$ cat src/rtl/reset_sequencer_if.sv
// Reset-sequencer side-band bundle: lock/request inputs and the staged reset outputs.
// master = the sequencer, slave = the clock manager / system-control environment.
interface reset_sequencer_if #(
    parameter int NUM_DOMAINS = 4
);
    logic                   locked;
    logic                   sw_reset_req;
    logic                   pll_reset;
    logic [NUM_DOMAINS-1:0] domain_reset;
    logic                   ready;
    logic                   lock_lost;
    logic [3:0]             retry_count;
    logic [2:0]             state;

    modport master (
        input  locked, sw_reset_req,
        output pll_reset, domain_reset, ready, lock_lost, retry_count, state
    );

    modport slave (
        output locked, sw_reset_req,
        input  pll_reset, domain_reset, ready, lock_lost, retry_count, state
    );
endinterface

$ cat src/rtl/reset_sequencer.sv
// Clock-manager reset, filtered lock acquisition with timeout retry, then staged
// per-domain reset release in index order; lock loss or a software request re-sequences.
module reset_sequencer #(
    parameter int NUM_DOMAINS      = 4,
    parameter int PLL_RESET_CYCLES = 8,
    parameter int LOCK_FILTER      = 4,
    parameter int LOCK_TIMEOUT     = 1000,
    parameter int HOLD_CYCLES      = 16,
    parameter int STAGE_CYCLES     = 8,
    parameter int CNT_WIDTH        = 10
) (
    input  logic              clk,
    input  logic              reset,
    reset_sequencer_if.master bus
);
    typedef enum logic [2:0] {
        PLL_RST   = 3'd0,
        WAIT_LOCK = 3'd1,
        HOLD      = 3'd2,
        RELEASE   = 3'd3,
        RUN       = 3'd4
    } state_t;

    localparam logic [CNT_WIDTH-1:0] CNT_ONE = 1;

    state_t                 state_q, state_d;
    logic [CNT_WIDTH-1:0]   cnt_q, cnt_d;
    logic [CNT_WIDTH-1:0]   filt_q, filt_d;
    logic [1:0]             lsync_q, lsync_d;
    logic                   pll_reset_q, pll_reset_d;
    logic [NUM_DOMAINS-1:0] domain_reset_q, domain_reset_d;
    logic                   ready_q, ready_d;
    logic                   lock_lost_q, lock_lost_d;
    logic [3:0]             retry_q, retry_d;

    logic locked_sync;
    logic sw_go;
    logic lock_drop;
    logic timeout;
    logic release_step;
    logic last_step;

    assign lsync_d     = {lsync_q[0], bus.locked};
    assign locked_sync = lsync_q[1];
    // The next release shift empties the vector: this step frees the last domain.
    assign last_step   = ((domain_reset_q << 1) == '0);

    always_ff @(posedge clk or posedge reset) begin
        if (reset) begin
            state_q        <= PLL_RST;
            cnt_q          <= '0;
            filt_q         <= '0;
            lsync_q        <= '0;
            pll_reset_q    <= 1'b1;
            domain_reset_q <= '1;
            ready_q        <= 1'b0;
            lock_lost_q    <= 1'b0;
            retry_q        <= '0;
        end else begin
            state_q        <= state_d;
            cnt_q          <= cnt_d;
            filt_q         <= filt_d;
            lsync_q        <= lsync_d;
            pll_reset_q    <= pll_reset_d;
            domain_reset_q <= domain_reset_d;
            ready_q        <= ready_d;
            lock_lost_q    <= lock_lost_d;
            retry_q        <= retry_d;
        end
    end

    always_comb begin
        state_d      = state_q;
        cnt_d        = cnt_q + CNT_ONE;
        filt_d       = '0;
        sw_go        = 1'b0;
        lock_drop    = 1'b0;
        timeout      = 1'b0;
        release_step = 1'b0;
        if (bus.sw_reset_req && (state_q != PLL_RST)) begin
            sw_go   = 1'b1;
            state_d = PLL_RST;
            cnt_d   = '0;
        end else begin
            case (state_q)
                PLL_RST: begin
                    if (cnt_q == CNT_WIDTH'(PLL_RESET_CYCLES - 1)) begin
                        state_d = WAIT_LOCK;
                        cnt_d   = '0;
                    end
                end
                WAIT_LOCK: begin
                    filt_d = locked_sync ? (filt_q + CNT_ONE) : '0;
                    // A lock completing on the timeout edge is still accepted.
                    if (locked_sync && (filt_q == CNT_WIDTH'(LOCK_FILTER - 1))) begin
                        state_d = HOLD;
                        cnt_d   = '0;
                        filt_d  = '0;
                    end else if (cnt_q == CNT_WIDTH'(LOCK_TIMEOUT - 1)) begin
                        state_d = PLL_RST;
                        cnt_d   = '0;
                        filt_d  = '0;
                        timeout = 1'b1;
                    end
                end
                HOLD, RELEASE, RUN: begin
                    if (!locked_sync) begin
                        state_d   = WAIT_LOCK;
                        cnt_d     = '0;
                        lock_drop = 1'b1;
                    end else if (state_q == HOLD) begin
                        if (cnt_q == CNT_WIDTH'(HOLD_CYCLES - 1)) begin
                            release_step = 1'b1;
                            cnt_d        = '0;
                            state_d      = (NUM_DOMAINS == 1) ? RUN : RELEASE;
                        end
                    end else if (state_q == RELEASE) begin
                        if (cnt_q == CNT_WIDTH'(STAGE_CYCLES - 1)) begin
                            release_step = 1'b1;
                            cnt_d        = '0;
                            if (last_step) state_d = RUN;
                        end
                    end else begin
                        cnt_d = cnt_q;
                    end
                end
                default: begin
                    state_d = PLL_RST;
                    cnt_d   = '0;
                end
            endcase
        end
    end

    always_comb begin
        pll_reset_d    = (state_d == PLL_RST);
        ready_d        = (state_d == RUN);
        domain_reset_d = domain_reset_q;
        if (state_d inside {PLL_RST, WAIT_LOCK, HOLD}) begin
            domain_reset_d = '1;
        end else if (release_step) begin
            domain_reset_d = domain_reset_q << 1;
        end
        lock_lost_d = lock_lost_q;
        if (sw_go) begin
            lock_lost_d = 1'b0;
        end else if (lock_drop && (state_q == RUN)) begin
            lock_lost_d = 1'b1;
        end
        retry_d = retry_q;
        if (timeout && (retry_q != 4'hF)) retry_d = retry_q + 4'd1;
    end

    assign bus.pll_reset    = pll_reset_q;
    assign bus.domain_reset = domain_reset_q;
    assign bus.ready        = ready_q;
    assign bus.lock_lost    = lock_lost_q;
    assign bus.retry_count  = retry_q;
    assign bus.state        = state_q;
endmodule
$ cat src/flat_wrapper.sv
// flat-port wrapper written by rule: the top's interface ports become plain ports
module reset_sequencer_flat 
#(
    parameter int NUM_DOMAINS      = 4,
    parameter int PLL_RESET_CYCLES = 8,
    parameter int LOCK_FILTER      = 4,
    parameter int LOCK_TIMEOUT     = 1000,
    parameter int HOLD_CYCLES      = 16,
    parameter int STAGE_CYCLES     = 8,
    parameter int CNT_WIDTH        = 10
)
  (clk, reset, bus_locked, bus_sw_reset_req, bus_pll_reset, bus_domain_reset, bus_ready, bus_lock_lost, bus_retry_count, bus_state);
  reset_sequencer_if #(.NUM_DOMAINS(NUM_DOMAINS)) bus_i ();
  input  logic clk;
  input  logic reset;
  input wire logic [$bits(bus_i.locked)-1:0] bus_locked;
  input wire logic [$bits(bus_i.sw_reset_req)-1:0] bus_sw_reset_req;
  output wire logic [$bits(bus_i.pll_reset)-1:0] bus_pll_reset;
  output wire logic [$bits(bus_i.domain_reset)-1:0] bus_domain_reset;
  output wire logic [$bits(bus_i.ready)-1:0] bus_ready;
  output wire logic [$bits(bus_i.lock_lost)-1:0] bus_lock_lost;
  output wire logic [$bits(bus_i.retry_count)-1:0] bus_retry_count;
  output wire logic [$bits(bus_i.state)-1:0] bus_state;
  assign bus_i.locked = bus_locked;
  assign bus_i.sw_reset_req = bus_sw_reset_req;
  assign bus_pll_reset = bus_i.pll_reset;
  assign bus_domain_reset = bus_i.domain_reset;
  assign bus_ready = bus_i.ready;
  assign bus_lock_lost = bus_i.lock_lost;
  assign bus_retry_count = bus_i.retry_count;
  assign bus_state = bus_i.state;
  reset_sequencer #(.NUM_DOMAINS(NUM_DOMAINS), .PLL_RESET_CYCLES(PLL_RESET_CYCLES), .LOCK_FILTER(LOCK_FILTER), .LOCK_TIMEOUT(LOCK_TIMEOUT), .HOLD_CYCLES(HOLD_CYCLES), .STAGE_CYCLES(STAGE_CYCLES), .CNT_WIDTH(CNT_WIDTH)) u_core (.clk(clk), .reset(reset), .bus(bus_i));
endmodule
$ cat config.mk
export PLATFORM = sky130hd
export DESIGN_NAME = reset_sequencer_flat
export DESIGN_NICKNAME = d
export VERILOG_FILES = /design/src/rtl/reset_sequencer_if.sv /design/src/rtl/reset_sequencer.sv /design/src/flat_wrapper.sv
export SDC_FILE = /design/constraint.sdc
export NUM_CORES = 1
export LEC_CHECK = 0
export BUFFER_PORTS_ARGS = -buffer_cell sky130_fd_sc_hd__buf_2
export CAP_MARGIN = 10
export CORE_MARGIN = 3
export CORE_UTILIZATION = 45
export CTS_CLUSTER_SIZE = 20
export DETAILED_ROUTE_END_ITERATION = 7
export HOLD_SLACK_MARGIN = 0.15
export PLACE_DENSITY = 0.66
export SYNTH_ARGS = -nofsm -noshare
export SYNTH_HDL_FRONTEND = slang
export SYNTH_SLANG_ARGS = --single-unit
$ cat constraint.sdc
create_clock -name clk -period 2.2 [get_ports clk]
set_clock_uncertainty 0.15 [all_clocks]
set_input_delay 0.33 -clock clk [delete_from_list [all_inputs] [get_ports clk]]
set_output_delay 0.33 -clock clk [all_outputs]
set_load 0.05 [all_outputs]
### Word-level counts from Yosys, hierarchy flattened

Index checks and enable logic that the tools add are counted.

* flip-flop bits (word level): 36
* input port bits: 4
* word-level logic and storage cells: 81

* $add $sub $neg: 3
* equality and inequality tests: 13
* mux-type cells: 44
* reduce and logical (&&, ||, !) cells: 12

Operators by type and width (number)
* two-way mux 10 bit: 13
* two-way mux 3 bit: 10
* case mux 10 bit (3 select lines): 1
* adder 10 x 1 -> 10 bit, second input constant: 2
* two-way mux 1 bit: 17
* equality test 10 bit, second input constant: 1
* equality test 10 x 2 -> 1 bit, second input constant: 1
* equality test 10 x 3 -> 1 bit, second input constant: 1
* equality test 10 x 4 -> 1 bit, second input constant: 1
* equality test 3 x 2 -> 1 bit, second input constant: 3
* case mux 3 bit (3 select lines): 1
* two-way mux 4 bit: 2
* equality test 3 x 1 -> 1 bit, second input constant: 2
* equality test 3 bit, second input constant: 2
* logical NOT 3 bit: 2
* nonzero test 3 bit: 2
* != test 5 bit, second input constant: 1
* adder 4 x 1 -> 4 bit, second input constant: 1
* logical AND 1 bit: 4
* logical NOT 4 bit: 1
* != test 4 bit, second input constant: 1
* nonzero test 2 bit: 2
* OR reduction 3 bit: 1

### Longest topological paths before layout

Gate-level depths: netlist of run 1.

* word-level depth: 11
* mapped depth: 8
* mapped depth without buffers: 7

### Least setup slack after synthesis of run 1

Ideal clock, no wire load.

* path kind: reg-to-reg
* from: register u_core.state_q[0] (netlist: u_core.bus.state[0])
* to: register u_core.retry_q[1] (netlist: u_core.bus.retry_count[1])
* setup time: 125 ps
* arrival time: 2102 ps
* setup slack: -177 ps
* cell stages (with the launch flop): 6
* buffers on the path: 1
* period minus slack after synthesis: 2377 ps
* path through: dfrtp_1 buf_4 nor3b_2 o311ai_4 a311oi_1 mux2_2

* longest elaborated chain between the ends: 4
* elaborated cells between the ends (all ways): 6

Ends and longest elaborated chain
* from (decl): RTL line reset_sequencer.sv:26 `state_t state_q, state_d;`
* from (signal assigned): RTL line reset_sequencer.sv:60 `state_q <= state_d;`
* equality test 3 x 1 -> 1 bit or nonzero test 3 bit (tied branches): RTL line reset_sequencer.sv:85, reset_sequencer.sv:80
* two-way mux 1 bit or logical AND 1 bit (tied branches): RTL line reset_sequencer.sv:85, reset_sequencer.sv:80
* two-way mux 1 bit (*): RTL line reset_sequencer.sv:80 `if (bus.sw_reset_req && (state_q != PLL_RST)) begin`
* logical AND 1 bit (*): RTL line reset_sequencer.sv:151 `if (timeout && (retry_q != 4'hF)) retry_d = retry_q + 4'd1;`
* to (signal assigned): RTL line reset_sequencer.sv:68 `retry_q <= retry_d;`
* to (decl): RTL line reset_sequencer.sv:34 `logic [3:0] retry_q, retry_d;`

Every way passes the cells marked *; elsewhere a longest branch is shown, timed or not.
A chain may end at the register's enable or synchronous reset.

### Worst setup path in the final report of run 1

* from: register u_core.filt_q[3]
* to: register u_core.cnt_q[3]

* longest elaborated chain between the ends: 5

Ends and longest elaborated chain
* from (decl): RTL line reset_sequencer.sv:28 `logic [CNT_WIDTH-1:0] filt_q, filt_d;`
* from (signal assigned): RTL line reset_sequencer.sv:62 `filt_q <= filt_d;`
* equality test 10 x 2 -> 1 bit: RTL line reset_sequencer.sv:95 `if (locked_sync && (filt_q == CNT_WIDTH'(LOCK_FILTER - 1))) begin`
* logical AND 1 bit: RTL line reset_sequencer.sv:95
* two-way mux 10 bit: RTL line reset_sequencer.sv:95
* case mux 10 bit (3 select lines): RTL line reset_sequencer.sv:85 `case (state_q)`
* two-way mux 10 bit: RTL line reset_sequencer.sv:80
* to (signal assigned): RTL line reset_sequencer.sv:61 `cnt_q <= cnt_d;`
* to (decl): RTL line reset_sequencer.sv:27 `logic [CNT_WIDTH-1:0] cnt_q, cnt_d;`

No other way between the ends.

==> impl_results.md, run 1 <==
* Final ANT Viol Nets at 0
* CTS sink count at 36
* Drt total wl at 3814 µm
* Unique masters post-synth at 51
* Syn_nets at between 150 and 200
* WP data required at about 2200 ps
* Number of global-route vias before repair at roughly 1400
* Setup TNS at 0 ps
* Site Rows at 22
* Mapped Cells at roughly 190
* Layout cells sized above 1 at 0.2715
* GRT Resource Usage Total at 0.1586
* Final Cycle Share at 0.9827
* Status: finished, final reports clean
* Synth top area cells: dfrtp_1, dfstp_2, nor2_1, xor2_1, nand2_1
* EDFF count, synth at 0
* Worst setup SP type: flop
* DRT Pass-1 Iters at 4
* List of most frequent post-synthesis cells: dfrtp_1, nor2_1, nand2_1, nand3_1, xor2_1
* Htree depth at 2
* Worst min path class: reg -> reg
* Total power at ~2 mW
* Tmin final at ~2200 ps
* Root buffer cell: clkbuf_8
* RSZ-0062 raised after global routing: true
* Largest net degree at the start of global routing at 37
* Die ar. at around 5000 µm²
* Maximum clock path buffer count at 2
* Relative slew slack at 0.7000
* Initial drt markers at about 130
* Num ports at 18
* Sw Pwr at between 600 and 700 µW
* Filler Cells Inserted at between 300 and 400
* Vias per cell at roughly 5.3
* Synth Flop Type: dfrtp_1
* Crit end category: flop
* Die Ht at a little over 70 µm
* Drt drc at 0
* Most frequent cell after synthesis: dfrtp_1
* Peak supply drop at roughly 420 µV
* CTS Buf Count at 5
* Starting Density at 0.4919
* Pwr Density at 862.8 nW/µm²
* Syn avg cell area at about 10 µm²
* Async S/R FF share, synth at 1.000
* Dpl hpwl at between 2000 and 3000 µm
* Syn-to-layout area delta at 20.99%
* Leak Pwr at about 1.0 nW
* Final setup fails at 0
* Clock Power Share at 0.289
* Type of the worst setup path: reg -> reg
* CTS tree: yes
* Dominant cell type by area after synthesis: dfrtp_1
* Internal power at 1.322 mW
* Clock-pin slew on the worst setup and hold paths at 70 ps
* FMAX at between 0.4 and 0.5 GHz
* Die Wd at slightly above 70 µm
* GRT overflow at 0
* Nets at around 230
* Register area share after synthesis at 0.4785
* Core ar. at just under 4000 µm²
* Switching portion of total power at 0.3318
* Hold Vio Cnt, Final at 0
* WL/cell at about 14 µm
* Crit path DAT at about 2200 ps
* Final Slew Violations at 0
* #FFs+latches synth at 36
* Number of port buffers at 17
* First-pass GRT wire length at around 6500 µm
* Initial antenna violation count at 0
* Logic pwr share at 0.292
* Post-Syn Area at around 1900 µm²
* Crit-path max FO at 6
* Antenna Cells at 0
* Least-Margin Pin Slew at around 450 ps
* Max-cap violations at 0
* Clock latency on the worst-skew pair at 290 ps
* RD Place Congestion at a little under 0.9
* Ys Warns at 0
* Via Count at roughly 1400
* Flop pwr share at 0.420
* Yosys top cell area share at 0.4092
[power groups by stage]
stage / clock network (mW) / registers (mW) / logic [mW]
final: 0.571 / 0.830 / 0.577
after global routing: 0.619 / 0.842 / 0.629
after CTS: 0.587 / 0.819 / 0.513
after detailed placement: 0 / 0.832 / 0.505
after global placement: 0 / 0.830 / 0.489
after floorplan: 0 / 0.848 / 0.383
[final timing paths]
check                                       start                    endpoint  slack (ps)  cells after the start
worst max register to register   u_core.filt_q[3]             u_core.cnt_q[3]          40                      6
max in group asynchronous                   reset  u_core.bus.domain_reset[0]        1020                      4
worst min-delay path            u_core.lsync_q[0]           u_core.lsync_q[1]         200                      0
worst min register to register  u_core.lsync_q[0]           u_core.lsync_q[1]         200                      0
min in group asynchronous                   reset             u_core.cnt_q[5]         530                      4
worst max-delay path             u_core.filt_q[3]             u_core.cnt_q[3]          40                      6
[routing by layer]
layer | vias to the layer above | part of all wire | global-route usage
li1 | 713 | - | -
met5 | - | 0 | 0
met4 | 0 | 0.018 | 0.04593
met1 | 689 | 0.50 | 0.2231
met3 | 8 | 0.035 | 0.04403
met2 | 27 | 0.44 | 0.2400
[cells by family (layout without fill, tap and decap cells)]
| family | Yosys count | count (layout) | share of synthesized area |
|---|---|---|---|
| and+or+nand+nor | 89 | 89 | 0.2673 |
| buffers and inverters | 13 | 47 | 0.02970 |
| AOI/OAI and AO/OA | 25 | 25 | 0.1043 |
| muxes | 4 | 4 | 0.02178 |
| adders and majority gates | 3 | 3 | 0.01980 |
| DFF | 36 | 36 | 0.4785 |
| xor gates and xnor gates | 17 | 17 | 0.07855 |
[through the flow]
| step | instances | setup slack, ps | instance area, µm² | hold WS, ps | utilization |
|---|---|---|---|---|---|
| 2_1_floorplan | 187 | 33.42 | 1903 | 181.2 | - |
| 3_3_place_gp | 257 | 61.15 | 2097 | 187.1 | 0.5442 |
| 3_5_place_dp | 257 | 13.48 | 2097 | 189.5 | 0.5442 |
| 4_1_cts | 267 | 4.771 | 2236 | 206.3 | 0.5802 |
| 5_1_grt | 269 | -26.44 | 2293 | 209.9 | 0.5951 |
| 6_report | 269 | 37.98 | 2293 | 203.3 | 0.5951 |
[worst max-delay path, stage by stage (launching register included)]
cell and delay (ps):
dfrtp_1 380, or4_4 550, o311ai_4 300, nor2b_4 110
nor3_4 300, or4_1 170, o221ai_2 70
[flip-flops by register name (all words and copies together) (netlist names)]
register                 cells
u_core.filt_q               10
u_core.bus.state             3
u_core.bus.lock_lost         1
u_core.cnt_q                10
u_core.bus.ready             1
u_core.bus.domain_reset      4
u_core.lsync_q               2
u_core.bus.pll_reset         1
u_core.bus.retry_count       4
[placed cells by master, fill, tap and decap left out, types with 2 or more instances in the layout]
cell / n
a211o_1: 3
a21oi_1: 3
and3_1: 3
buf_2: 17
buf_4: 12
clkbuf_8: 5
dfrtp_1: 29
dfrtp_2: 2
dfstp_2: 5
dlygate4sd3_1: 2
ha_1: 2
inv_1: 8
mux2i_1: 3
nand2_1: 19
nand2b_1: 3
nand3_1: 13
nand4_1: 3
nor2_1: 21
nor2b_1: 3
nor3_1: 4
o211ai_1: 2
o21ai_0: 5
o21ai_1: 2
or2_1: 2
or2_2: 2
xnor2_1: 8
xor2_1: 9
[what timing repair did]
action / in CTS / in global routing
endpoints found under the hold margin: 32 / 0
resized for setup: 1 / 9
endpoints found under the setup margin: 1 / 13
pin swaps: 1 / 1
hold buffers: 2 / 0
buffers inserted: 0 / 2
[cell type report]
| cell class | instances | area (µm²) | share of cell area |
|---|---|---|---|
| flip-flops and latches | 36 | 909.6 | 0.3966 |
| well taps | 48 | 60.06 | 0.02619 |
| clock inverters | 2 | 35.03 | 0.01528 |
| multi-input cells | 138 | 991.0 | 0.4321 |
| repair buffers | 31 | 195.2 | 0.08511 |
| clock buffers | 6 | 72.57 | 0.03164 |
| inverters | 8 | 30.03 | 0.01309 |
Power figures use the tool's default switching activity.
==> run 2, diff against run 1 <==
==> constraint.sdc (replaced) <==
create_clock -name clk -period 2.2 [get_ports clk]
set_clock_uncertainty 0.15 [all_clocks]
set_input_delay 0.33 -clock clk [delete_from_list [all_inputs] [get_ports clk]]
set_output_delay 0.33 -clock clk [all_outputs]
set_load 0.01 [all_outputs]
==> run 2 against run 1 <==
  * Fmax fell by 0.93%
  * Via count rose by 1.3%
  * Non-clock buffer count up 2
  * Clock power up 9.8%
  * Clock-buffer cell count up 1
  * Largest power group unchanged
  * Cell area is 0.55% higher
  * Core utilization is 0.32 points higher
  * Die area unchanged
==> impl_results.md, run 2 (synthesized netlist as in run 1, its figures left out) <==
* Max-cap violations at 0 (unchanged)
* Antenna Cells at 0 (unchanged)
* Drt total wl at 3860 µm (+1.2%)
* Via Count at 1455 (+1.3%)
* First-pass GRT wire length at 6582 µm (+2.0%)
* Maximum clock path buffer count at 2 (unchanged)
* Die Wd at 70.90 µm (unchanged)
* CTS Buf Count at 5 (unchanged)
* GRT Resource Usage Total at 0.1657 (+0.007044)
* Finished Layout Cells at 271 (+0.74%)
* Root buffer cell: clkbuf_8
* Final Cycle Share at 0.9920 (+0.009227)
* Setup TNS at 0 ps (unchanged)
* GRT overflow at 0 (unchanged)
* WL/cell at 14.24 µm (+0.46%)
* Hold Vio Cnt, Final at 0 (unchanged)
* Worst setup SP type: flop
* Commonest non-fill, non-tap cell in the layout: dfrtp_1
* WP data required at 2220 ps (about the same)
* Die ar. at 5027 µm² (unchanged)
* Nets at 229 (+0.88%)
* RR Startpoint: u_core.filt_q[3]
* DRT Pass-1 Iters at 4 (unchanged)
* FMAX at 0.4582 GHz (-0.93%)
* Starting Density at 0.4919 (unchanged)
* FF/Latch Area at 908.4 µm² (-0.14%)
* Vias per cell at 5.369 (+0.51%)
* Footprint of the multi-input gates at 970.9 µm² (-2.0%)
* RD Place Congestion at 0.9064 (+1.4%)
* Filler Cells Inserted at 342 (-1.7%)
* RSZ-0062 raised after global routing: true
* Status: finished, final reports clean
* Relative slew slack at 0.6981 (-0.001891)
* Site Rows at 22 (unchanged)
* Final Slew Violations at 0 (unchanged)
* Final ANT Viol Nets at 0 (unchanged)
* Layout cells sized above 1 at 0.2825 (+0.01102)
* Regs by FF count: u_core.cnt_q x10, u_core.filt_q x10
* Worst reg2reg setup slack at 20 ps (-20 ps)
* CTS sink count at 36 (unchanged)
* Crit end category: flop
* Core ar. at 3854 µm² (unchanged)
* CTS tree: yes
* End of the worst register-to-register path: u_core.cnt_q[3]
* Initial antenna violation count at 0 (unchanged)
* Clock-pin slew on the worst setup and hold paths at 70 ps (about the same)
* Crit-path max FO at 6 (unchanged)
* Type of the worst setup path: reg -> reg
* Die Ht at 70.90 µm (unchanged)
* Most frequent cells in the layout: dfrtp_1, nor2_1, nand2_1
* Number of port buffers at 17 (unchanged)
* Num ports at 18 (unchanged)
* Dpl hpwl at 2804 µm (+3.2%)
* Final setup fails at 0 (unchanged)
* Htree depth at 2 (unchanged)
* Critical Path Source: u_core.filt_q[3]
* Least-Margin Pin Slew at 449.4 ps (+2.815 ps)
* Worst Reg2Reg Path Length in Cells at 6 (unchanged)
* Clock latency on the worst-skew pair at 290 ps (about the same)
* Leak Pwr at 1.037 nW (+2.1%)
* Number of global-route vias before repair at 1447 (+3.4%)
* Pwr Density at 854.2 nW/µm² (-1.0%)
* Worst Setup EP: u_core.cnt_q[3]
* Drt drc at 0 (unchanged)
* Initial drt markers at 109 (-14%)
* Worst min path class: reg -> reg
* Syn-to-layout area delta at 21.65%
* Peak supply drop at 464.1 µV (+10%)
* Crit path DAT at 2200 ps (+20 ps)
* Cell count after placement at 258 (+0.39%)
* Tmin final at 2182 ps (+20.30 ps)
* Largest net degree at the start of global routing at 37 (unchanged)
[run 2: cell count changes in the layout (fill, tap and decap cells not counted), sizes merged]
cell and change:
clkbuf +1, clkinv -1, buf +2
[run 2: area by class of cell]
class                      count  area share
clock buffer                   7     0.04178
clock inverter                 1     0.01302
inverter                       8     0.01302
multi-input combinational    138      0.4211
sequential                    36      0.3939
tap                           48     0.02604
timing repair buffer          33     0.09116
[run 2: worst min path at each step]
stage | from | end | slack, ps | depth (start not counted)
finish | u_core.lsync_q[0] | u_core.lsync_q[1] | 210 | 0
global route | u_core.lsync_q[0] | u_core.lsync_q[1] | 200 | 0
CTS | u_core.lsync_q[0] | u_core.lsync_q[1] | 200 | 0
detailed placement | u_core.lsync_q[0] | u_core.lsync_q[1] | 190 | 0
global placement | u_core.lsync_q[0] | u_core.lsync_q[1] | 190 | 0
floorplan | u_core.lsync_q[0] | u_core.lsync_q[1] | 180 | 0
[run 2: critical path: stages, from the launching register on]
cell      delay, ps
dfrtp_1         380
or4_4           560
o311ai_4        330
nor2b_4         100
nor3_4          290
or4_1           180
o221ai_2         80
[run 2: per-stage QoR]
stage                     cell area [µm²]  setup slack [ps]  utilization  hold slack (ps)  power, mW
after global routing                 2306            -59.14       0.5984            204.6      2.102
after CTS                            2251             5.774       0.5841            201.6      1.931
after global placement               2097             69.79       0.5442            186.2      1.273
after floorplan                      1896             135.3            -            181.2      1.181
after detailed placement             2097             21.41       0.5442            185.8      1.295
final                                2306             17.68       0.5984            206.0      1.970
[run 2: report_power, final]
| part | leakage [nW] | switching, mW | internal, mW |
|---|---|---|---|
| Clock | 0.0645 | 0.227 | 0.400 |
| Combinational | 0.500 | 0.271 | 0.241 |
| Sequential | 0.472 | 0.0947 | 0.736 |
[run 2: metal layers]
| layer | GRT usage | up-vias | wire length [µm] |
|---|---|---|---|
| met5 | 0 | - | 0 |
| met1 | 0.2119 | 699 | 1806 |
| li1 | - | 724 | - |
| met3 | 0.03835 | 5 | 153 |
| met4 | 0.06889 | 0 | 65 |
| met2 | 0.2698 | 27 | 1835 |
[run 2: repair_timing]
item	CTS	global route
buffers inserted	0	3
gates resized for setup	1	7
endpoints found under the setup margin	1	14
pin swaps	0	3
hold buffers	2	0
endpoints found under the hold margin	32	0
